**src/rtl/bsg_fifo_rolly_pkg.sv**
```systemverilog
// Shared types for the rolly FIFO replay reader: controller states and response encoding.
package bsg_fifo_rolly_pkg;

   typedef enum logic [1:0] {
      eSend   = 2'd0,
      eRewind = 2'd1,
      eError  = 2'd2
   } rolly_state_e;

   localparam logic resp_ack_lp  = 1'b1;
   localparam logic resp_nack_lp = 1'b0;

endpackage

```
**src/rtl/bsg_counter_clear_up.sv**
```systemverilog
// Saturating up-counter with synchronous clear; clear has priority over count.
module bsg_counter_clear_up #(
   parameter  int unsigned max_val_p = 63,
   localparam int unsigned width_lp  = $clog2(max_val_p + 1)
) (
   input  logic                clk_i,
   input  logic                reset_n_i,
   input  logic                clear_i,
   input  logic                up_i,
   output logic [width_lp-1:0] count_o
);

   always_ff @(posedge clk_i) begin
      if (!reset_n_i || clear_i) begin
         count_o <= '0;
      end else if (up_i && (count_o != width_lp'(max_val_p))) begin
         count_o <= count_o + width_lp'(1);
      end
   end

endmodule

```
**src/rtl/bsg_fifo_rolly_replay_reader.sv**
```systemverilog
// Speculative reader for a rolly FIFO: dequeues to a lossy link, commits on ack,
// rewinds and replays the window on nack or response timeout.
module bsg_fifo_rolly_replay_reader
   import bsg_fifo_rolly_pkg::*;
#(
   parameter  int unsigned width_p           = 32,
   parameter  int unsigned max_outstanding_p = 8,
   parameter  int unsigned timeout_p         = 64,
   parameter  int unsigned max_retries_p     = 4,
   localparam int unsigned out_w_lp          = $clog2(max_outstanding_p + 1)
) (
   input  logic                clk_i,
   input  logic                reset_n_i,

   input  logic                fifo_v_i,
   input  logic [width_p-1:0]  fifo_data_i,
   output logic                fifo_deq_o,
   output logic                fifo_rewind_o,
   output logic                fifo_forward_o,

   output logic                v_o,
   output logic [width_p-1:0]  data_o,
   input  logic                ready_and_i,

   input  logic                resp_v_i,
   input  logic                resp_ack_i,

   output logic [out_w_lp-1:0] outstanding_o,
   output logic                error_o
);

   localparam int unsigned retry_w_lp = $clog2(max_retries_p + 1);
   localparam int unsigned tmo_w_lp   = $clog2(timeout_p);

   rolly_state_e          state_r;
   logic [out_w_lp-1:0]   outstanding_r;
   logic [retry_w_lp-1:0] retries_r;
   logic [tmo_w_lp-1:0]   tmo_cnt;

   logic send_w, timeout_hit_w, nack_w, ack_w, window_open_w, retry_last_w;
   logic tmo_clear_w;

   // Response decode; a response in the terminal timeout cycle beats the timeout.
   always_comb begin
      send_w        = (state_r == eSend);
      timeout_hit_w = send_w & (tmo_cnt == tmo_w_lp'(timeout_p - 1)) & ~resp_v_i;
      nack_w        = send_w & ((resp_v_i & (resp_ack_i == resp_nack_lp)) | timeout_hit_w);
      ack_w         = send_w & resp_v_i & (resp_ack_i == resp_ack_lp);
      window_open_w = (outstanding_r < out_w_lp'(max_outstanding_p));
      retry_last_w  = (retries_r == retry_w_lp'(max_retries_p - 1));
   end

   // Link and FIFO strobes are combinational so a head entry goes out with zero latency.
   always_comb begin
      v_o            = send_w & fifo_v_i & window_open_w & ~nack_w;
      fifo_deq_o     = v_o & ready_and_i;
      fifo_rewind_o  = nack_w;
      fifo_forward_o = ack_w & ((outstanding_r != '0) | fifo_deq_o);
      data_o         = fifo_data_i;
      outstanding_o  = outstanding_r;
      error_o        = (state_r == eError);
   end

   always_ff @(posedge clk_i) begin
      if (!reset_n_i) begin
         state_r       <= eSend;
         outstanding_r <= '0;
         retries_r     <= '0;
      end else begin
         case (state_r)
            eSend: begin
               if (fifo_rewind_o) begin
                  outstanding_r <= '0;
                  retries_r     <= retries_r + retry_w_lp'(1);
                  state_r       <= retry_last_w ? eError : eRewind;
               end else if (fifo_forward_o) begin
                  outstanding_r <= '0;
                  retries_r     <= '0;
               end else begin
                  outstanding_r <= outstanding_r + out_w_lp'(fifo_deq_o);
               end
            end
            // One bubble lets the rewound FIFO head settle before sending again.
            eRewind: begin
               outstanding_r <= '0;
               state_r       <= eSend;
            end
            eError: begin
               outstanding_r <= '0;
            end
            default: begin
               outstanding_r <= '0;
               state_r       <= eSend;
            end
         endcase
      end
   end

   always_comb begin
      tmo_clear_w = ~send_w | resp_v_i | (outstanding_r == '0) | fifo_rewind_o;
   end

   bsg_counter_clear_up #(
      .max_val_p (timeout_p - 1)
   ) tmo_counter (
      .clk_i     (clk_i),
      .reset_n_i (reset_n_i),
      .clear_i   (tmo_clear_w),
      .up_i      (1'b1),
      .count_o   (tmo_cnt)
   );

   always @(posedge clk_i) begin
      if (reset_n_i) begin
         assert (!(fifo_rewind_o && (fifo_deq_o || fifo_forward_o)));
         assert (!(fifo_rewind_o && fifo_forward_o));
         assert (outstanding_r <= out_w_lp'(max_outstanding_p));
         assert (!(fifo_deq_o && !fifo_v_i));
      end
   end

endmodule
```
**config.mk**
```make
export PLATFORM = sky130hd
export DESIGN_NAME = bsg_fifo_rolly_replay_reader
export DESIGN_NICKNAME = d
export VERILOG_FILES = /design/src/rtl/bsg_fifo_rolly_pkg.sv /design/src/rtl/bsg_counter_clear_up.sv /design/src/rtl/bsg_fifo_rolly_replay_reader.sv
export SDC_FILE = /design/constraint.sdc
export NUM_CORES = 1
export LEC_CHECK = 0
export ABC_CLOCK_PERIOD_IN_PS = 4500
export CORE_MARGIN = 2
export CORE_UTILIZATION = 35
export DETAILED_ROUTE_END_ITERATION = 6
export PLACE_DENSITY = 0.85
export SLEW_MARGIN = 5
export SYNTH_ARGS = -nofsm -noshare
export SYNTH_HDL_FRONTEND = slang
export SYNTH_SLANG_ARGS = --single-unit
```
**constraint.sdc**
```tcl
create_clock -name clk_i -period 4.5 [get_ports clk_i]
set_clock_uncertainty 0.2 [all_clocks]
set_input_delay 0.9 -clock clk_i [delete_from_list [all_inputs] [get_ports clk_i]]
set_output_delay 0.9 -clock clk_i [all_outputs]
set_load 0.01 [all_outputs]
```
==> flow_results.org, run 1 <==
** Global routing
- The via count of the first global-routing pass was 694.
- First-pass GRT wire length :: between 3000 and 4000 µm
- The initial antenna violation count is 0.
- Global routing used 12.15% of the available tracks across all layers.
- Entering global routing, the biggest net connects 11 pins.
- Remaining global-route overflow :: 0

** Worst setup path
- Cell depth of the worst flop-to-flop path :: 6
- Setup Crit Path Kind :: input pin to output pin
- Startpoint type of the worst setup path :: input pin
- For the worst setup path, the data required time is 3.40 ns.
- In this run the worst path has a maximum fanout of 3.
- CP endpoint kind :: output pin
- Critical Path AT :: 2.94 ns

** Outcome
- Status :: finished clean

** Synth
- Netlist cell types :: 33
- After technology mapping, the gate count stands at 111.
- Fraction of synthesis flops using an asynchronous set or reset pin :: 0%
- YS warnings :: 0
- Flip-flop and latch count after synthesis :: 15
- Yosys mapped a number of flops with a built-in enable equal to 0.
- Cell area after synthesis :: 993.5 µm²
- Of the synthesized area, sequential elements account for a little under a third.
- Synth Flop Type :: dfxtp_1
- Per-instance average area after synthesis :: 8.950 µm²
- Post-synthesis net count :: 154

** Clock network
- Clock slew seen by the registers of the worst setup and hold paths :: 0.09 ns
- H-tree depth :: 1
- CTS Buf Count :: 3
- CTS Root Cell :: clkbuf_4
- The clock passes through at most 2 buffers.
- Post-CTS Setup Repair Bufs :: 0
- CTS hold repair buffers :: 0
- After clock tree synthesis, the repair step resized 0 gates.
- TritonCTS sink count :: 15
- Clock latency on the worst-skew pair :: between 0.2 and 0.3 ns
- TritonCTS clock tree :: done

** Pwr
- IR analysis of the VDD net gives a maximum drop of 0.1944 mV.
- Power spread over the standard cell area amounts to 252.3 nW/µm².
- Static leakage :: 0.0003517 µW

** Hold path
- Path type of the worst min-delay path :: register to register
- Number of cells on the worst hold path :: 1

** Routing
- Via Count :: 695
- Wires add up to between 1500 and 2000 µm.
- After detailed routing, the average wire length per cell comes to 14.10 µm.
- Remaining antenna violation count after routing :: 0
- Drt first pass iters :: 4
- DRC violations left :: 0
- Drt initial violations :: 14
- DR vias/cell :: 5.430

** Floorplanning
- Effective utilization at floorplan :: 36.34%
- Chip Width :: 57.28 µm
- # IOs :: 79
- Number of rows in the core area :: 19
- The die covers 3280 µm².
- The total area inside the core boundary comes to about 2700 µm².
- The die is 57.28 µm tall.

** Placed design
- Port buffering added 14 buffers.
- Once detailed placement completed, the half-perimeter wirelength came to ~1500 µm.
- Post-Place Cell Area :: 935.9 µm²
- The congestion estimate from routability-driven global placement came to 0.7479.

** Timing
- Count of endpoints failing setup in the final report :: 0
- Aggregate negative setup slack :: 0 ns
- Pins over their slew limit :: 0
- The final hold violation count came to 0.
- Measured against its own limit, the worst slew margin works out to 56.86%.
- Highest Clock Rate :: 247.8 MHz
- Setup repair after global routing missed its margin :: false
- Final critical delay including setup and external delays :: 4.036 ns
- At the pin with the least slew margin, the transition time is approximately 0.64 ns.
- The worst path uses 89.68% of the clock period.

** Cells and area
- The repair_antennas step left the layout with diodes totalling 0.
- Share of final-layout standard cells stronger than drive strength 1 :: 11.34%
- After filler insertion, the fill cell instance count of the layout stands at 257.
- Finished layout cell area :: 963.4 µm²
- For this run, the share of the core covered by cells in the final layout is 35.24%.
- The library cells used most frequently in the layout, excluding fill and tap cells, are dfxtp_1, clkdlybuf4s50_1, nor2_1, nand2_1.
- From synthesis to final layout, the design area changed by -3.023%.
- Final Net Count :: 141
- Leading cell type in the layout, fill and taps excluded :: dfxtp_1

** Job
- Across the run, the number of max-cap violations was 0.
==> state kept, by name (all words and copies together) (netlist names) <==
| name | count |
|---|---|
| outstanding_o | 4 |
| state_r | 2 |
| tmo_counter.count_o | 6 |
| retries_r | 3 |
==> power breakdown <==
part / internal, µW / switching [µW] / leakage (µW)
registers: 134 / 1.82 / 0.000121
clock network: 33.0 / 43.4 / 0.0000177
logic: 15.2 / 15.1 / 0.000213
total: 183 / 60.3 / 0.000352
==> metrics by stage <==
stage / cells / hold WS, ns / setup slack, ns / power (µW)
2_1_floorplan: 111 / 0.2322 / 1.450 / 185.1
3_3_place_gp: 124 / 0.2445 / 0.5339 / 168.8
3_5_place_dp: 124 / 0.2584 / 0.4776 / 169.4
4_1_cts: 128 / 0.2724 / 0.4723 / 247.8
5_1_grt: 128 / 0.2952 / 0.3438 / 256.2
6_report: 128 / 0.2669 / 0.4642 / 243.0
==> path summary, 6_finish.rpt <==
path,slack [ns],start,to
setup / recovery,0.46,fifo_v_i,fifo_forward_o
setup reg to reg,2.35,state_r[1],outstanding_o[1]
hold reg to reg,0.27,tmo_counter.count_o[0],tmo_counter.count_o[0]
hold / removal,0.27,tmo_counter.count_o[0],tmo_counter.count_o[0]
==> metal layers <==
| layer | global-route usage [%] | wire, µm | vias up |
|---|---|---|---|
| li1 | - | - | 330 |
| met1 | 12.39 | 699 | 318 |
| met2 | 20.03 | 840 | 35 |
| met3 | 6.122 | 217 | 12 |
| met4 | 6.977 | 48 | 0 |
| met5 | 0 | 0 | - |
==> cell usage after synthesis (2+ instances only) <==
cell,count,area [µm²]
inv_1,2,7.510
nand3_1,5,25.02
a21oi_1,3,15.01
dfxtp_1,15,300.3
and2_1,3,18.77
nor3_1,3,15.01
xor2_1,2,17.52
and3_1,2,12.51
nor2_1,8,30.03
nor2b_1,2,12.51
nor4_1,3,18.77
nand2_1,7,26.28
buf_4,32,240.2
ha_1,5,62.56
==> worst max-delay path, cell delays in order <==
cell and delay [ns]:
clkdlybuf4s50_1 0.45, nor4b_2 0.41, nand3_1 0.13, a21oi_1 0.26, o2111a_1 0.26, clkdlybuf4s50_1 0.54
==> layout make-up <==
class                           count  area (µm²)  share of cell area, %
Multi-Input combinational cell     61       441.7                  45.84
Clock buffer                        3       22.52                  2.338
Inverter                            2       7.507                 0.7792
Timing Repair Buffer               15       147.6                  15.32
Tap cell                           31       38.79                  4.026
Sequential cell                    15       300.3                  31.17
Clock inverter                      1       5.005                 0.5195
==> logic make-up after synthesis <==
group / after synthesis / synth area share [%]
AO/OA/AOI/OAI: 12 / 11.46
AND/OR/NAND/NOR: 40 / 23.05
adder cells (fa/ha/maj): 5 / 6.297
flip-flops: 15 / 30.23
XOR/XNOR: 3 / 2.645
buffers and inverters: 35 / 25.31
multiplexers: 1 / 1.008
(Power assumes the default switching activity.)
==> run 2, diff against run 1 <==
- ABC_AREA: unset -> 1
- PLACE_DENSITY: 0.85 -> 0.84
==> run 2 against run 1 <==
Effect of this change: critical path depth rose by 4; sequential share of layout area fell by 0.44 points; die area rose by 1.6%; fmax increased by 11%; wire length shrank 21%; cell count up 13%; via count fell by 9.6%; synthesized area is 1.8% higher; cell area increased by 1.4%; global-route usage down 1.9 points; sequential cell count did not move; critical path type unchanged.
==> flow_results.org, run 2 <==
** Synth
- The synthesized design devotes to its leading area cell type about 30% of total area.
- Fraction of synthesis flops using an asynchronous set or reset pin :: 0%
- For this run, the number of Yosys warnings is 0.
- Synthesis instantiated 23 different standard cells from the library.
- Cell with the most instances after synthesis :: buf_4
- Synth Flop Type :: dfxtp_1
- When the netlist entered floorplanning its net count stood at 170.
- Mapped Cells :: 127
- Post-synthesis sequential area ratio :: between 20 and 30%
- Per-instance average area after synthesis :: 7.960 µm²
- Number of enable-type register cells in the synthesized netlist :: 0
- Top cell types by occurrence after synthesis :: buf_4, inv_1, dfxtp_1, nor2_1, nand2_1
- Cell area after synthesis :: between 1000 and 1500 µm²
- Flip-flop and latch count after synthesis :: 15
- Cell accounting for the most synthesized area :: dfxtp_1
- By area the synthesized netlist is led by dfxtp_1, buf_4, ha_1.

** Outcome
- The run finished with clean final reports.

** Clock network
- In this run the post-CTS setup repair buffer count came out at 0.
- CTS Buf Count :: 3
- TritonCTS clock tree :: done
- TritonCTS sink count :: 15
- CTS built an H-tree with a depth of 1.
- Clock latency on the worst-skew pair :: a little under 0.3 ns
- CTS Root Cell :: clkbuf_4
- For this design, the CTS-stage hold fixing added 0 buffers.
- Gates resized during post-CTS repair numbered 0.
- Clock slew seen by the registers of the worst setup and hold paths :: roughly 0.090 ns
- Clock Tree Buf Depth :: 2

** Cells and area
- The register with the most flip-flops in the layout has 6 of them.
- Most frequent cells in the layout :: inv_1, nor2_1, dfxtp_1, clkdlybuf4s50_1, nand2_1
- Layout area overhead :: -3.342%
- # fillers :: 292
- Share of final-layout standard cells stronger than drive strength 1 :: approximately 17%
- Leading cell type in the layout, fill and taps excluded :: inv_1
- ANT cells :: 0
- The register with the most flip-flops in the final layout is tmo_counter.count_o.
- Final Net Count :: 157
- Excluding fillers, the count of instances in the completed layout stands at 144.

** Floorplanning
- The floorplan step set the die width to 57.75 µm.
- The floorplan step defined a die boundary enclosing 3334 µm².
- Y dimension of the die :: 57.75 µm
- Pin placement for this block handled 79 I/O pins.
- CORE AREA :: 2758 µm²
- Effective utilization at floorplan :: roughly 37%
- Number of rows in the core area :: 19

** Global routing
- Remaining global-route overflow :: 0
- Antenna violations before repair :: 0
- First-pass GRT wire length :: 2525 µm
- Vias in the first global route :: 589
- Entering global routing, the biggest net connects 10 pins.
- Across every metal layer, demand over resource in global routing totals 10.26%.

** Timing
- For the pin with the worst max-slew slack, the measured transition is 0.5524 ns.
- Timing would allow up to 276.1 MHz.
- Final critical delay including setup and external delays :: about 3.6 ns
- Setup repair after global routing left no endpoint under its margin.
- Setup violations remaining at the end of the flow were counted as 0.
- Final Cycle Share :: 80.49%
- Pins over their slew limit :: 0
- Aggregate negative setup slack :: 0 ns
- The worst pin sits at a relative slew slack of 62.79%.
- The final hold violation count was 0.

** Routing
- Drt initial violations :: 5
- The routed layout has 628 vias.
- DRC violations left :: 0
- Routed length per placed instance :: 9.861 µm
- DR vias/cell :: 4.361
- Drt first pass iters :: 4
- Remaining antenna violation count after routing :: 0
- For this block, the routed nets add up to 1420 µm of wire.

** Worst setup path
- Capture instance of the worst register-to-register path :: outstanding_o[2]
- Along the worst path, the maximum fanout reaches 5.
- STA classifies the critical path endpoint as an output pin.
- Critical Path RT :: between 3 and 4 ns
- Beginning of the worst register-to-register path :: tmo_counter.count_o[0]
- The worst setup path is launched from an input pin.
- Cell depth of the worst flop-to-flop path :: 12
- For the worst setup path, the data arrival time is 2.52 ns.
- The worst setup path is of the input pin to output pin kind.
- In this run the register-to-register setup slack is approximately 2.5 ns.

** Pwr
- Static leakage :: 0.0004238 µW
- The clock network is responsible for 32.4% of the overall power.
- Sequential Power Share :: 55.2%
- Power spread over the standard cell area amounts to 252.9 nW/µm².
- Internal :: 182.8 µW
- Of the total power, the share spent switching nets is 26.04%.
- VDD sags by at most between 0.1 and 0.15 mV.
- Summed over all nets, the switching power comes to 64.35 µW.
- Logic pwr share :: 12.4%

** Job
- Count of maximum capacitance violations :: 0

** Hold path
- Number of cells on the worst hold path :: 1
- Path type of the worst min-delay path :: register to register
- The path with the worst hold slack has its endpoint at tmo_counter.count_o[0].
- The worst hold path begins at tmo_counter.count_o[0].

** Placed design
- HPWL after detailed placement :: between 1000 and 1500 µm
- Cell Count Post-Placement :: 140
- Routability cong. :: roughly 0.8
- The count of buffers added on input and output ports is 14.
## run 2: kinds of logic (layout without fill, tap and decap cells)
group | after synthesis | in the layout | share of synthesized area, %
buf+inv | 48 | 34 | 29.70
xor+xnor | 2 | 2 | 1.733
simple gates | 47 | 47 | 26.11
fa+ha+maj | 5 | 5 | 6.188
flops | 15 | 15 | 29.70
compound gates | 10 | 10 | 6.560
## run 2: area by class of cell
class                           count  area, µm²  area share (%)
Tap cell                           31      38.79           3.969
Sequential cell                    15      300.3           30.73
Multi-Input combinational cell     64      410.4           42.00
Inverter                           16      60.06           6.146
Clock buffer                        3      22.52           2.305
Timing Repair Buffer               14      140.1           14.34
Clock inverter                      1      5.005          0.5122
## run 2: metal layers
layer  vias to the layer above  global-route usage [%]  routed length, µm
li1                        338                       -                  -
met5                         -                       0                  0
met1                       270                   11.55                642
met2                        14                   15.10                639
met4                         0                   9.967                 42
met3                         6                   3.125                 95
## run 2: worst max-delay path by stage
stage | start | endpoint | slack [ns]
final | resp_v_i | fifo_forward_o | 0.88
after global routing | resp_v_i | fifo_forward_o | 0.80
after floorplan | resp_v_i | fifo_forward_o | 1.90
after CTS | resp_v_i | fifo_forward_o | 0.86
after detailed placement | resp_v_i | fifo_forward_o | 0.87
after global placement | resp_v_i | fifo_forward_o | 0.89
## run 2: critical path, stage by stage
cell	delay (ns)
clkdlybuf4s50_1	0.51
nor2_2	0.06
nand2_1	0.07
nand2_2	0.08
nand2_4	0.10
nand3_2	0.08
nand2_2	0.09
nand2_4	0.06
inv_1	0.06
clkdlybuf4s50_1	0.52
## run 2: through the flow
step	util [%]	instance area [µm²]	total power [µW]	setup slack [ns]	hold WS, ns
detailed placement	34.44	949.7	170.7	0.8668	0.2513
finish	35.44	977.2	247.1	0.8780	0.2672
global route	35.44	977.2	260.7	0.7961	0.2904
floorplan	-	1011	187.0	1.904	0.2303
CTS	35.44	977.2	252.6	0.8622	0.2750
global placement	34.44	949.7	170.6	0.8873	0.2425
## run 2: power by group through the flow
stage / logic (µW) / registers (µW) / clock network, µW
floorplan: 47.4 / 140 / 0
global placement: 31.0 / 140 / 0
detailed placement: 31.1 / 140 / 0
CTS: 31.3 / 136 / 84.7
global route: 34.0 / 137 / 89.8
finish: 30.7 / 136 / 80.0
==> run 3, diff against run 2 <==
- ABC_CLOCK_PERIOD_IN_PS: 4500 -> 3650
- CORE_UTILIZATION: 35 -> 33
- PLACE_DENSITY: 0.84 -> 0.8
- clock period: 4.5 -> 3.65 ns (I/O delays scaled with it)
==> run 3 against run 2 <==
Effect of this change: via count is 2.4% higher; wire length is 2.7% lower; utilization is 2.5 points lower; global-route usage is 1.1 points lower; cell area is 0.26% higher; clock power is 18% higher.
==> flow_results.org, run 3 (synthesis results as in run 2) <==
** Outcome
- Status :: finished clean

** Pwr
- Worst supply voltage drop on vdd :: roughly 0.14 mV
- Internal :: roughly 230 µW
- Sequential cells burn about 56% of the power.
- Total net switching power :: 75.41 µW
- Static leakage :: around 0.00042 µW
- The share of total power dissipated in the clock network is 31.3%.
- Switching share of total power :: about a quarter
- Logic pwr share :: 12.7%
- Dividing total power by cell area gives a power density of 306.7 nW/µm².

** Clock network
- After clock tree synthesis, the clock-pin slew on the worst setup and hold paths is 0.09 ns.
- CTS Buf Count :: 3
- In this run the post-CTS setup repair buffer count came out at 0.
- The number of hold buffers added after CTS was 0.
- The clock passes through at most 2 buffers.
- For the worst-skew pair, the clock arrives at the later sink with an insertion delay of 0.28 ns.
- H-tree depth :: 1
- CTS-repair resized insts :: 0
- For this design, the sink count on the clock tree is 15.
- TritonCTS built the clock tree.
- Clock tree synthesis selected as its root buffer the cell clkbuf_4.

** Worst setup path
- Slowest stage cell, crit path :: clkdlybuf4s50_1
- CP endpoint kind :: output pin
- Delay contributed by the slowest stage of the critical path :: approximately 0.53 ns
- Startpoint type of the worst setup path :: input pin
- Critical Path RT :: 2.72 ns
- Reg-to-reg slack, setup :: 1.63 ns
- Maximum fanout encountered on the critical timing path :: 5
- Grouping stages by cell kind, the critical path spends the most delay in buffers and inverters.
- Sum of buffers and inverters on the critical path :: 3
- The critical path is of the input pin to output pin type.
- Critical Path AT :: 2.37 ns
- Critical path cell sequence :: clkdlybuf4s50_1, nor2_2, nand2_1, nand2_2, nand2_4, nand3_2, nand2_2, nand2_4, inv_1, clkdlybuf4s50_1

** Global routing
- Entering global routing, the biggest net connects 10 pins.
- The first global-routing pass estimated 2428 µm of wire.
- Remaining global-route overflow :: 0
- Antenna violations before repair :: 0
- Vias in the first global route :: 608
- GRT Overall Usage :: 9.124%

** Cells and area
- The number of antenna diodes in the final layout is 0.
- # fillers :: 307
- Ranked by flip-flop count, first place goes to tmo_counter.count_o.
- Layout area overhead :: -3.094%
- The register with the most flip-flops in the layout has 6 of them.
- The final layout contains 157 nets.
- Leaving out fill and tap cells, the most frequent cells in the layout are inv_1, nor2_1, dfxtp_1, clkdlybuf4s50_1, nand2_1.
- Leading cell type in the layout, fill and taps excluded :: inv_1
- Post-layout utilization of the core :: 32.90%
- The post-route netlist has between 15 and 20% of its cells at a drive strength greater than 1.

** Timing
- Adding up every negative setup slack in the final design gives 0 ns.
- After layout, the minimum clock period comes to 3.296 ns.
- Worst slew margin :: 61.85%
- In the finished design, the share of the clock period the worst path needs comes to 90.30%.
- Pins over their slew limit :: 0
- Setup repair after global routing left no endpoint under its margin.
- Timing would allow up to 303.4 MHz.
- Count of endpoints failing setup in the final report :: 0
- Worst Tran Pin Value :: 0.5663 ns
- Count of endpoints failing hold in the final timing report :: 0

** Routing
- For this block, the initial DRC count from the detailed router was 10.
- The count of nets left with antenna violations once routing finished came out at 0.
- Total wirelength of the detailed-routed design :: 1382 µm
- The first TritonRoute pass finished after 2 iterations.
- Routed length per placed instance :: 9.466 µm
- DRC violations left :: 0
- Via Count :: about 640
- Using the TritonRoute via totals, the vias-per-cell ratio works out to between 4 and 5.

** Floorplanning
- Total Die Area :: 3522 µm²
- # IOs :: 79
- Effective utilization at floorplan :: 33.95%
- The floorplan step defined a core boundary enclosing 2978 µm².
- Chip Width :: between 50 and 60 µm
- Y dimension of the die :: just under 60 µm
- The floorplan has 20 rows.

** Hold path
- In this run the worst hold path is classified as register to register.

** Job
- Across the run, the number of max-cap violations was 0.

** Placed design
- Routability cong. :: 0.7902
- HPWL after detailed placement :: between 1000 and 1500 µm
- In this run the tool buffered the top-level ports with 14 buffer cells.
[run 3: cell counts in the layout (fill, tap and decap cells not counted)]
No cell type changed its count.
[run 3: worst reg2reg max path, stage by stage (launching register included)]
cell,delay [ns]
dfxtp_1,0.38
ha_1,0.20
nand2_2,0.09
nor2_1,0.10
nand2_1,0.06
nand2_2,0.09
nand2_4,0.08
nand3_2,0.08
inv_1,0.06
ha_1,0.21
ha_1,0.19
xnor2_1,0.13
nor2_1,0.06
[run 3: through the flow]
step	total power [µW]	hold slack, ns	instance area (µm²)	instances	worst slack [ns]
global route	318.3	0.2956	979.7	146	0.2430
CTS	304.3	0.2730	979.7	146	0.3409
finish	300.5	0.2670	979.7	146	0.3539
floorplan	230.5	0.2303	1011	127	1.394
global placement	210.5	0.2464	952.2	142	0.3617
detailed placement	210.5	0.2512	952.2	142	0.3574
[run 3: path summary, 6_finish.rpt]
path                          startpoint                     end  cells after the start
setup / recovery                resp_v_i          fifo_forward_o                     10
hold reg to reg   tmo_counter.count_o[0]  tmo_counter.count_o[0]                      1
hold / removal    tmo_counter.count_o[0]  tmo_counter.count_o[0]                      1
setup reg to reg  tmo_counter.count_o[0]        outstanding_o[2]                     12
[run 3: power groups by stage]
stage	registers [µW]	logic, µW	clock network [µW]
floorplan	172	58.4	0
global placement	172	38.5	0
detailed placement	172	38.3	0
CTS	168	38.6	97.3
global route	169	42.7	107
finish	168	38.0	94.2
[run 3: area by class of cell]
cell class / instances / area (µm²) / area share, %
multi-input cells: 64 / 410.4 / 41.89
flip-flops and latches: 15 / 300.3 / 30.65
repair buffers: 14 / 140.1 / 14.30
inverters: 16 / 60.06 / 6.130
well taps: 33 / 41.29 / 4.215
clock buffers: 3 / 22.52 / 2.299
clock inverters: 1 / 5.005 / 0.5109
[run 3: metal layers]
metal / part of all wire, % / wire length (µm) / vias to the layer above / track usage, %
li1: - / - / 342 / -
met2: 47 / 650 / 16 / 13.19
met1: 46 / 639 / 283 / 10.83
met3: 5.6 / 78 / 2 / 3.712
met5: 0 / 0 / - / 0
met4: 0.94 / 13 / 0 / 6.494
